<file path="config.mk">
export PLATFORM = sky130hd
export DESIGN_NAME = fpga_input_ctrl
export DESIGN_NICKNAME = d
export VERILOG_FILES = /design/src/rtl/fpga_input_ctrl.sv
export SDC_FILE = /design/constraint.sdc
export NUM_CORES = 1
export LEC_CHECK = 0
export ABC_AREA = 1
export CAP_MARGIN = 20
export CORE_ASPECT_RATIO = 1.75
export CORE_MARGIN = 5
export CORE_UTILIZATION = 30
export CTS_CLUSTER_SIZE = 16
export DETAILED_ROUTE_END_ITERATION = 8
export GPL_TIMING_DRIVEN = 1
export PLACE_DENSITY = 0.47
export SLEW_MARGIN = 20
export SYNTH_ARGS = -nofsm -noshare
export SYNTH_HDL_FRONTEND = slang
export SYNTH_SLANG_ARGS = --single-unit
</file>
<file path="constraint.sdc">
create_clock -name clk -period 1.4 [get_ports clk]
set_input_delay 0.28 -clock clk [delete_from_list [all_inputs] [get_ports clk]]
set_output_delay 0.28 -clock clk [all_outputs]
set_load 0.01 [all_outputs]
</file>
<file path="src/rtl/fpga_input_ctrl.sv">
// -----------------------------------------------------------------------------
// fpga_input_ctrl
//
// Front-end for the board's user inputs. Two raw push-buttons (load, step) are
// synchronized, debounced and turned into one-cycle strobes for the processor's
// current-instruction register. The 16 slide switches are synchronized and
// snapshotted as the manually entered instruction on every accepted load press.
// Accepted step presses are counted for display.
//
// Parameters
//   DEBOUNCE_CYCLES  consecutive disagreeing synchronized samples needed to
//                    accept a new button level (>= 2; 1_000_000 on the board)
//   CNT_W            width of step_count
//
// Ports
//   clk             system clock, all logic on the rising edge
//   reset           asynchronous, active-low; clears every register at once
//   btn_load        raw load button (asynchronous, bouncing)
//   btn_step        raw step button (asynchronous, bouncing)
//   sw[15:0]        raw slide switches (asynchronous)
//   halt            processor halted (synchronous); presses are dropped
//   pulse4          one-cycle load strobe, inst_from_fpga valid with it
//   pulse5          one-cycle step strobe (fetch from instruction memory)
//   inst_from_fpga  switch snapshot taken with the last pulse4
//   step_count      number of pulse5 strobes issued, modulo 2^CNT_W
// -----------------------------------------------------------------------------
module fpga_input_ctrl #(
  parameter int DEBOUNCE_CYCLES = 4,
  parameter int CNT_W           = 8
) (
  input  logic             clk,
  input  logic             reset,
  input  logic             btn_load,
  input  logic             btn_step,
  input  logic [15:0]      sw,
  input  logic             halt,
  output logic             pulse4,
  output logic             pulse5,
  output logic [15:0]      inst_from_fpga,
  output logic [CNT_W-1:0] step_count
);

  // The debounce counter only has to reach DEBOUNCE_CYCLES-1.
  localparam int              DB_W    = (DEBOUNCE_CYCLES > 2) ? $clog2(DEBOUNCE_CYCLES) : 1;
  localparam logic [DB_W-1:0] DB_LAST = DB_W'(DEBOUNCE_CYCLES - 1);

  // Button bit positions in the packed button vectors.
  localparam int BTN_LOAD = 0;
  localparam int BTN_STEP = 1;

  // Two-flop synchronizer stages; only the _p1 copies are used downstream.
  logic [1:0]      btn_p0;
  logic [1:0]      btn_p1;
  logic [15:0]     sw_p0;
  logic [15:0]     sw_p1;

  // Debounced levels, their one-cycle-delayed copies and run-length counters.
  logic [1:0]      stable;
  logic [1:0]      stable_d;
  logic [DB_W-1:0] db_cnt [2];

  logic [1:0]      rise;
  logic            pending;

  // Modulo-2^CNT_W increment of the displayed step count.
  function automatic logic [CNT_W-1:0] count_wrap(input logic [CNT_W-1:0] c);
    logic [CNT_W-1:0] one;
    one        = '0;
    one[0]     = 1'b1;
    count_wrap = c + one;
  endfunction

  // Next value of a run-length counter that is still below its limit.
  function automatic logic [DB_W-1:0] db_inc(input logic [DB_W-1:0] c);
    logic [DB_W-1:0] one;
    one    = '0;
    one[0] = 1'b1;
    db_inc = c + one;
  endfunction

  // ---- stage p0/p1: metastability synchronizers ----------------------------
  always_ff @(posedge clk or negedge reset) begin
    if (!reset) begin
      btn_p0 <= '0;
      btn_p1 <= '0;
      sw_p0  <= '0;
      sw_p1  <= '0;
    end else begin
      btn_p0 <= {btn_step, btn_load};
      btn_p1 <= btn_p0;
      sw_p0  <= sw;
      sw_p1  <= sw_p0;
    end
  end

  // ---- debounce: accept a level after DEBOUNCE_CYCLES disagreeing samples --
  // Any agreeing sample clears the run, so bursts shorter than the window
  // never reach the stable level.
  always_ff @(posedge clk or negedge reset) begin
    if (!reset) begin
      stable   <= '0;
      stable_d <= '0;
      for (int b = 0; b < 2; b++) begin
        db_cnt[b] <= '0;
      end
    end else begin
      stable_d <= stable;
      for (int b = 0; b < 2; b++) begin
        if (btn_p1[b] == stable[b]) begin
          db_cnt[b] <= '0;
        end else if (db_cnt[b] == DB_LAST) begin
          stable[b] <= btn_p1[b];
          db_cnt[b] <= '0;
        end else begin
          db_cnt[b] <= db_inc(db_cnt[b]);
        end
      end
    end
  end

  // Press edges only; releases are ignored.
  assign rise = stable & ~stable_d;

  // ---- strobe generation and arbitration -----------------------------------
  // Load has priority. A step press that collides with a load press (or any
  // step press arriving while one is already deferred) is folded into a
  // single deferred step issued on the next non-load cycle. Halt drops both
  // fresh and deferred presses so nothing is replayed when it lifts.
  always_ff @(posedge clk or negedge reset) begin
    if (!reset) begin
      pulse4         <= 1'b0;
      pulse5         <= 1'b0;
      pending        <= 1'b0;
      inst_from_fpga <= '0;
      step_count     <= '0;
    end else begin
      pulse4 <= 1'b0;
      pulse5 <= 1'b0;
      if (halt) begin
        pending <= 1'b0;
      end else if (rise[BTN_LOAD]) begin
        pulse4         <= 1'b1;
        inst_from_fpga <= sw_p1;
        pending        <= pending | rise[BTN_STEP];
      end else if (pending || rise[BTN_STEP]) begin
        pulse5     <= 1'b1;
        step_count <= count_wrap(step_count);
        pending    <= 1'b0;
      end
    end
  end

endmodule
</file>
==> out/results.ini, run 1 <==
[sta]
relSlewSlack_pct = 80.0
finalCriticalPeriod_ns = 1.32
min_period_over_period_pct = 94.3
final_hold_viol_count = 0
finalSetupViolCount = 0
worstMarginPinSlew_ns = 0.300
finClkSkew_ns = 0.00432
fmaxAchievable_mhz = 758
slew_viol_final = 0
rsz0062_at_grt = false

[clocking]
clock-root-buffer = clkbuf_16
cts_setup_buffers = 0
clockBufferDepth = 2
clkSinkCount = 71
cts_htree_levels = 3
cts_tree = done
cts_made_buffers = 9
clkTransAtPathRegs_ns = 0.05
clk_latency_ns = 0.32

[setup_path]
crit_chain = dlygate4sd2_1
cp.arrival_ns = 1.04
cp_slowest_cell = dfrtp_1
crit_type = flop to output port
cp_max_fo = 4
required_ns = 1.12
crit_buf_inv = 1
max_stage_delay_ns = 0.41
worstSetupStartpointType = flop
crit_path_end_kind = output port
path_delay_family = flip-flops

[cells_and_area]
finalCoreUtilization_pct = 43.1
final_common_cell = nand2_1
syn_to_final_growth_pct = 39.5
fin_area_sq_mm = 0.00326
drive_above_1_share_pct = 11.2
mostFrequentLayoutCells = nand2_1, dfrtp_1, dlygate4sd2_1
antenna_cells = 0
fin_nets = 278
fillers = 727

[synth]
synth_top_area_share_pct = 76.0
synth_fp_nets = 214
synthCells = 190
synth_area_sq_mm = 0.00234
ys_seq_area_share_pct = 76.0
ys_ff_latch = 71
yosys_warnings = 0
synthTopCellsByArea = dfrtp_1, nand2_1, xnor2_1, inv_1, ha_1
synth_cell_types = 18
avgSynthCellArea_sq_um = 12.3
yosysTopAreaCell = dfrtp_1

[placement]
port_buffers = 46
placed_cell_area_sq_mm = 0.00298
globalplace.congestion = 0.762
dp_hpwl_mm = 2.99

[global_routing]
grt_util_all_layers_pct = 9.77
grt_pass1_wl_mm = 7.30
grt_pass1_vias = 1520
antenna_found_initial = 0
grt_start_max_net_pins = 45
grt_overflow = 0

[power_and_ir_drop]
switching_power_mw = 1.74
peakVddDrop_uv = 773
p_int_mw = 4.68
p_comb_share_pct = 22.2
swShare_pct = 27.2
p_leak_nw = 1.65
pwr_density_cell_mw_per_mm2 = 1970
pwr-share-clk_pct = 35.7
p_seq_share_pct = 42.1

[die]
io_pins = 47
die_h_microns = 127
start_util_pct = 30.9
die_w_microns = 76.7
dieArea_sq_mm = 0.00973
rows = 42
core-area_sq_mm = 0.00757

[min_path]
min_path_type = input pin to asynchronous set/reset pin

[status]
outcome = completed

[job]
cap_viol_max_count = 0

[routing]
drc = 0
totalWireLength_mm = 4.28
via_per_inst = 4.14
drt-initial-drc-count = 56
first_pass_iters = 4
wl_per_cell_microns = 12.3
final_antenna_net_count = 0
vias = 1438

-- timing repair --
action,4_1_cts,5_1_grt
endpoints found under the hold margin,7,0
endpoints found under the setup margin,26,0
gates resized for setup,26,0
hold buffers,1,0
-- sequential cells by signal, summed over array words and instances (netlist names) --
signal          count
btn_p0              2
btn_p1              2
db_cnt              4
inst_from_fpga     16
pending             1
pulse4              1
pulse5              1
stable              2
stable_d            2
step_count          8
sw_p0              16
sw_p1              16
-- power by group through the flow --
stage	clock, mW	combinational (mW)	sequential, mW
after CTS	2.37	1.48	2.72
after floorplan	0	0.616	2.88
final	2.29	1.42	2.71
after global routing	2.44	1.62	2.76
after global placement	0	1.64	2.75
after detailed placement	0	1.66	2.76
-- logic make-up after synthesis --
| logic type | count (synthesis) | share of synthesized area (%) |
|---|---|---|
| buffers and inverters | 15 | 2.89 |
| flip-flops | 71 | 76.0 |
| multiplexers | 1 | 0.482 |
| AO/OA/AOI/OAI | 4 | 0.963 |
| adder cells (fa/ha/maj) | 3 | 1.61 |
| AND/OR/NAND/NOR | 90 | 15.8 |
| XOR/XNOR | 6 | 2.25 |
-- synthesized netlist by cell type --
master and instances:
nor2_4 1, ha_1 3, o21ai_0 2, inv_1 12, inv_4 1, buf_6 1
o21bai_1 1, nand2_2 1, dfrtp_1 71, buf_2 1, nand3_4 1, a21oi_1 1
nand3_1 5, nor3_1 2, nor2_1 6, nand2_1 74, mux2_2 1, xnor2_1 6
-- stage by stage --
stage	hold slack (ns)	setup TNS (ns)	worst slack [ns]	power [mW]	instances
after floorplan	-0.0156	0	0.274	3.50	190
after CTS	0.305	0	0.0556	6.57	347
after detailed placement	0.116	-0.00227	-0.00227	4.42	330
final	0.320	0	0.0805	6.42	347
after global placement	0.114	0	0.0363	4.39	330
after global routing	0.348	0	0.0261	6.82	347
-- worst paths after layout --
| path | depth (start not counted) | slack, ns | to | startpoint |
|---|---|---|---|---|
| setup / recovery | 1 | 0.08 | step_count[0] | step_count[0] |
| hold / removal | 2 | 0.32 | sw_p0[5] | reset |
| setup reg to reg | 6 | 0.24 | step_count[6] | step_count[0] |
| hold reg to reg | 0 | 0.34 | sw_p1[10] | sw_p0[10] |
| max in group asynchronous | 3 | 0.62 | sw_p1[7] | reset |
| min in group clk | 0 | 0.34 | sw_p1[10] | sw_p0[10] |
-- layout make-up --
cell class,instances,area (sq um),area share (%)
clock buffer,13,270,8.28
inverter,13,51.3,1.57
sequential,71,1780,54.4
multi-input combinational,104,494,15.1
clock inverter,3,40.0,1.23
tap,88,110,3.37
timing repair buffer,55,520,16.0
-- layer usage --
metal  up-vias  global-route usage (%)  wire, microns
met4         0                    5.87            117
met5         -                       0              0
met3         9                    4.11            226
li1        709                       -              -
met2        35                    14.8           2130
met1       685                    11.4           1810
(Power assumes the default switching activity.)
==> run 2, diff against run 1 <==
CORE_MARGIN = unset   (was 5)
CORE_UTILIZATION = 35   (was 30)
PLACE_DENSITY = 0.54   (was 0.47)
==> run 2 against run 1 <==
  * Cell count shrank 2.9%
  * Clock skew shrank 0.00075 ns
  * Sequential power is essentially flat
  * Non-clock buffer count shrank 1
  * First-iteration DRC count grew 18%
  * Core utilization grew 6.0 points
  * Clock power shrank 16%
  * Critical path type unchanged
  * Critical endpoint unchanged
  * Largest power group unchanged
==> out/results.ini, run 2 (same netlist as run 1, synthesis figures left out) <==
[routing]
totalWireLength_mm = 3.86  ; was 4.28 mm
via_per_inst = 4.21  ; was 4.14
final_antenna_net_count = 0  ; unchanged
first_pass_iters = 4  ; unchanged
wl_per_cell_microns = 11.5  ; was 12.3 microns
vias = 1420  ; was 1438
drt-initial-drc-count = 66  ; was 56
drc = 0  ; unchanged

[cells_and_area]
finalCoreUtilization_pct = 49.2  ; was 43.1%
mostFrequentLayoutCells = nand2_1, dfrtp_1, dlygate4sd2_1  ; unchanged
fin_nets = 277  ; was 278
final_common_cell = nand2_1  ; unchanged
antenna_cells = 0  ; unchanged
layoutNonFillerInstCount = 337  ; was 347
drive_above_1_share_pct = 9.80  ; was 11.2%
largest_registers = inst_from_fpga x16, sw_p0 x16, sw_p1 x16  ; unchanged
syn_to_final_growth_pct = 36.4  ; was 39.5%

[power_and_ir_drop]
p_comb_share_pct = 22.6  ; was 22.2%
pwr-share-clk_pct = 32.0  ; was 35.7%
swShare_pct = 27.7  ; was 27.2%
pwr_density_cell_mw_per_mm2 = 1880  ; was 1970 mW/mm^2
peakVddDrop_uv = 944  ; was 773 uV
p_leak_nw = 1.62  ; was 1.65 nW
switching_power_mw = 1.66  ; was 1.74 mW
p_int_mw = 4.34  ; was 4.68 mW
p_seq_share_pct = 45.4  ; was 42.1%

[sta]
relSlewSlack_pct = 79.0  ; was 80.0%
finalCriticalPeriod_ns = 1.31  ; was 1.32 ns
final_hold_viol_count = 0  ; unchanged
min_period_over_period_pct = 93.5  ; was 94.3%
final.setup.tns_ns = 0  ; unchanged
worstMarginPinSlew_ns = 0.315  ; was 0.300 ns
slew_viol_final = 0  ; unchanged
rsz0062_at_grt = false  ; unchanged
setup_slack_ns = 0.0908  ; was 0.0805 ns
finalSetupViolCount = 0  ; unchanged
hold-worst-slack_ns = 0.344  ; was 0.320 ns
fmaxAchievable_mhz = 764  ; was 758 MHz
finClkSkew_ns = 0.00356  ; was 0.00432 ns

[global_routing]
grt_overflow = 0  ; unchanged
grt_pass1_wl_mm = 6.67  ; was 7.30 mm
grt_start_max_net_pins = 28  ; was 45
antenna_found_initial = 0  ; unchanged
grt_util_all_layers_pct = 13.3  ; was 9.77%
grt_pass1_vias = 1444  ; was 1520

[setup_path]
cp.arrival_ns = 1.03  ; was 1.04 ns
required_ns = 1.12  ; about the same
crit_chain = dlygate4sd2_1  ; unchanged
cp_slowest_cell = dfrtp_1  ; unchanged
crit_type = flop to output port  ; unchanged
cp_max_fo = 4  ; unchanged
path_delay_family = flip-flops  ; unchanged
worstSetupStartpointType = flop  ; unchanged
max_stage_delay_ns = 0.41  ; about the same
crit_buf_inv = 1  ; unchanged
rr_endpoint = step_count[5]  ; was step_count[6]
rrSetupSlack_ns = 0.20  ; was 0.24 ns
r2r_cells = 6  ; unchanged
crit_path_end_kind = output port  ; unchanged
reg2reg_from = stable[0]  ; was step_count[0]

[min_path]
hold_start = btn_p0[1]
min_path_type = flop to flop  ; was input pin to asynchronous set/reset pin
whs_path_depth = 0
hold_end = btn_p1[1]

[die]
rows = 39  ; was 42
die_h_microns = 110  ; was 127 microns
die_w_microns = 63.8  ; was 76.7 microns
start_util_pct = 36.0  ; was 30.9%
core-area_sq_mm = 0.00649  ; was 0.00757 sq mm
dieArea_sq_mm = 0.00703  ; was 0.00973 sq mm
io_pins = 47  ; unchanged

[job]
cap_viol_max_count = 0  ; unchanged

[clocking]
clk_latency_ns = 0.31  ; was 0.32 ns
cts_made_buffers = 9  ; unchanged
cts_tree = done  ; unchanged
cts_setup_buffers = 0  ; unchanged
clkSinkCount = 71  ; unchanged
clockBufferDepth = 2  ; unchanged
clkTransAtPathRegs_ns = 0.05  ; about the same
clock-root-buffer = clkbuf_16  ; unchanged
cts_htree_levels = 3  ; unchanged

[placement]
globalplace.congestion = 0.788  ; was 0.762
dp.cells = 323  ; was 330
pre_cts_slack_ns = -0.139  ; was -0.00227 ns
port_buffers = 46  ; unchanged
dp_hpwl_mm = 2.73  ; was 2.99 mm

[status]
outcome = completed  ; unchanged

run 2: cell types whose count changed in the layout (fill, tap and decap cells not counted):
cell / change
buf_4: -1
bufinv_16: -1
clkbuf_8: -2
run 2: metrics by stage:
step | power (mW) | area [sq um]
after floorplan | 3.50 | 2340
after global placement | 4.31 | 2960
after detailed placement | 4.35 | 2960
after CTS | 6.12 | 3190
after global routing | 6.41 | 3190
final | 6.01 | 3190
run 2: cell type report:
cell class / count / area (sq um)
timing repair buffer: 54 / 513
fill: 615 / 3300
tap: 82 / 103
multi-input combinational: 104 / 494
clock buffer: 11 / 243
inverter: 13 / 51.3
sequential: 71 / 1780
clock inverter: 2 / 10.0
run 2: how the worst max path moves through the flow:
stage | start | end | cells past startpoint
floorplan | step_count[0] | step_count[6] | 6
global placement | halt | step_count[6] | 7
detailed placement | halt | step_count[5] | 7
CTS | step_count[0] | step_count[0] | 1
global route | step_count[0] | step_count[0] | 1
finish | step_count[0] | step_count[0] | 1
run 2: power by group through the flow:
| stage | registers [mW] | logic (mW) | clock network, mW |
|---|---|---|---|
| finish | 2.72 | 1.36 | 1.92 |
| global route | 2.78 | 1.56 | 2.07 |
| CTS | 2.74 | 1.39 | 1.99 |
| detailed placement | 2.78 | 1.58 | 0 |
| global placement | 2.76 | 1.55 | 0 |
| floorplan | 2.88 | 0.616 | 0 |
run 2: timing repair:
action / 4_1_cts / 5_1_grt
hold buffers: 1 / 0
setup endpoints to repair: 26 / 0
gates resized for setup: 26 / 0
hold endpoints to repair: 22 / 0
run 2: layer usage:
| metal | wire, microns | track usage (%) | up-vias | part of all wire [%] |
|---|---|---|---|---|
| met5 | 0 | 0 | - | 0 |
| met1 | 1580 | 14.8 | 677 | 41 |
| met3 | 149 | 4.22 | 5 | 3.9 |
| met4 | 89 | 8.77 | 0 | 2.3 |
| met2 | 2050 | 21.7 | 30 | 53 |
| li1 | - | - | 708 | - |
==> run 3, diff against run 2 <==
MAX_ROUTING_LAYER = met4   (was unset)
PLACE_DENSITY = 0.64   (was 0.54)
==> run 3 against run 2 <==
  * Clock power increased by 13%
  * Sequential power about the same
  * Routed wire length increased by 1.6%
  * Core utilization increased by 0.52 points
  * Non-clock buffer count increased by 1
  * Global-route usage increased by 0.85 points
  * Cell area increased by 1.1%
  * Sequential cell count unchanged
  * Largest power group unchanged
==> out/results.ini, run 3 (same netlist as run 1, synthesis figures left out) <==
[status]
outcome = completed  ; unchanged

[cells_and_area]
syn_to_final_growth_pct = 37.9  ; was 36.4%
antenna_cells = 0  ; unchanged
fin_area_sq_mm = 0.00322  ; was 0.00319 sq mm
largest_registers = inst_from_fpga x16, sw_p0 x16, sw_p1 x16  ; unchanged
fillers = 607  ; was 615
mostFrequentLayoutCells = nand2_1, dfrtp_1, dlygate4sd2_1  ; unchanged
final_common_cell = nand2_1  ; unchanged
drive_above_1_share_pct = 10.8  ; was 9.80%
register_area_sq_mm = 0.00178  ; unchanged
multiInputGateArea_sq_um = 494  ; unchanged
fin_nets = 278  ; was 277

[global_routing]
grt_start_max_net_pins = 43  ; was 28
grt_pass1_wl_mm = 7.04  ; was 6.67 mm
grt_overflow = 0  ; unchanged
grt_util_all_layers_pct = 14.1  ; was 13.3%
grt_pass1_vias = 1499  ; was 1444
antenna_found_initial = 0  ; unchanged

[sta]
finalSetupViolCount = 0  ; unchanged
relSlewSlack_pct = 79.3  ; was 79.0%
fmaxAchievable_mhz = 758  ; was 764 MHz
finalCriticalPeriod_ns = 1.32  ; was 1.31 ns
slew_viol_final = 0  ; unchanged
final_hold_viol_count = 0  ; unchanged
min_period_over_period_pct = 94.2  ; was 93.5%
final.setup.tns_ns = 0  ; unchanged
rsz0062_at_grt = false  ; unchanged
worstMarginPinSlew_ns = 0.311  ; was 0.315 ns
finClkSkew_ns = 0.00343  ; was 0.00356 ns

[power_and_ir_drop]
p_leak_nw = 1.64  ; was 1.62 nW
total_power_mw = 6.27  ; was 6.01 mW
switching_power_mw = 1.72  ; was 1.66 mW
peakVddDrop_uv = 986  ; was 944 uV
p_seq_share_pct = 43.5  ; was 45.4%
p_int_mw = 4.54  ; was 4.34 mW
p_comb_share_pct = 21.8  ; was 22.6%
pwr-share-clk_pct = 34.7  ; was 32.0%
pwr_density_cell_mw_per_mm2 = 1940  ; was 1880 mW/mm^2
swShare_pct = 27.5  ; was 27.7%

[placement]
port_buffers = 46  ; unchanged
placed_cell_area_sq_mm = 0.00295  ; was 0.00296 sq mm
dp_hpwl_mm = 2.71  ; was 2.73 mm
globalplace.congestion = 0.705  ; was 0.788

[setup_path]
path_delay_family = flip-flops  ; unchanged
worstSetupStartpointType = flop  ; unchanged
crit_buf_inv = 1  ; unchanged
required_ns = 1.12  ; about the same
r2r_cells = 6  ; unchanged
critPathLaunch = step_count[6]  ; was step_count[0]
crit_end = step_count[6]  ; was step_count[0]
cp_max_fo = 4  ; unchanged
cp_slowest_cell = dfrtp_1  ; unchanged
reg2reg_from = stable[0]  ; unchanged
critical_path_depth = 1  ; unchanged
cp.arrival_ns = 1.04  ; was 1.03 ns
crit_type = flop to output port  ; unchanged
crit_chain = dlygate4sd2_1  ; unchanged
crit_path_end_kind = output port  ; unchanged
rr_endpoint = step_count[6]  ; was step_count[5]
rrSetupSlack_ns = 0.23  ; was 0.20 ns
max_stage_delay_ns = 0.42  ; was 0.41 ns

[clocking]
clockBufferDepth = 2  ; unchanged
clock-root-buffer = clkbuf_16  ; unchanged
cts_made_buffers = 9  ; unchanged
cts_htree_levels = 3  ; unchanged
cts_tree = done  ; unchanged
clkSinkCount = 71  ; unchanged
clkTransAtPathRegs_ns = 0.05  ; about the same
clk_latency_ns = 0.32  ; was 0.31 ns

[routing]
vias = 1433  ; was 1420
via_per_inst = 4.20  ; was 4.21
drt-initial-drc-count = 70  ; was 66
first_pass_iters = 4  ; unchanged
final_antenna_net_count = 0  ; unchanged
drc = 0  ; unchanged
wl_per_cell_microns = 11.5  ; about the same
totalWireLength_mm = 3.92  ; was 3.86 mm

[die]
die_h_microns = 110  ; unchanged
start_util_pct = 36.0  ; unchanged
dieArea_sq_mm = 0.00703  ; unchanged
io_pins = 47  ; unchanged
die_w_microns = 63.8  ; unchanged
core-area_sq_mm = 0.00649  ; unchanged
rows = 39  ; unchanged

[min_path]
min_path_type = input pin to asynchronous set/reset pin  ; was flop to flop

[job]
cap_viol_max_count = 0  ; unchanged

==> run 3: worst min path at each step <==
stage	to	startpoint	cells after the start
after floorplan	btn_p0[0]	reset	0
after detailed placement	sw_p1[11]	reset	1
after global placement	sw_p1[11]	reset	1
final	sw_p1[11]	reset	2
after CTS	sw_p1[11]	reset	2
after global routing	sw_p1[8]	sw_p0[8]	0
==> run 3: area by class of cell <==
type                            instances  share of cell area (%)
Sequential cell                        71                    55.1
Timing Repair Buffer                   55                    15.8
Multi-Input combinational cell        104                    15.3
Clock buffer                           12                    7.64
Tap cell                               82                    3.18
Inverter                               13                    1.59
Clock inverter                          4                    1.40
==> run 3: through the flow <==
stage	instances	hold WS [ns]	utilization [%]	worst slack, ns
after floorplan	190	-0.0156	-	0.274
after global placement	323	0.128	45.4	-0.0537
after CTS	341	0.324	49.7	0.0610
final	341	0.335	49.7	0.0814
after global routing	341	0.352	49.7	0.0240
after detailed placement	323	0.132	45.4	-0.0765
==> run 3: repair_timing <==
item / 4_1_cts / 5_1_grt
hold endpoints to repair: 10 / 0
buffers inserted: 1 / 0
hold buffers: 1 / 0
gates resized for setup: 26 / 0
setup endpoints to repair: 26 / 0
==> run 3: power groups by stage <==
stage	sequential, mW	combinational [mW]	clock, mW
floorplan	2.88	0.616	0
global placement	2.76	1.54	0
detailed placement	2.78	1.58	0
CTS	2.74	1.40	2.24
global route	2.80	1.56	2.35
finish	2.72	1.37	2.17
==> run 3: routing by layer <==
layer	track usage, %	wire (microns)	up-vias
met4	8.28	69	0
met5	-	0	-
met3	4.73	157	4
li1	-	-	710
met2	22.0	2020	35
met1	15.7	1680	684
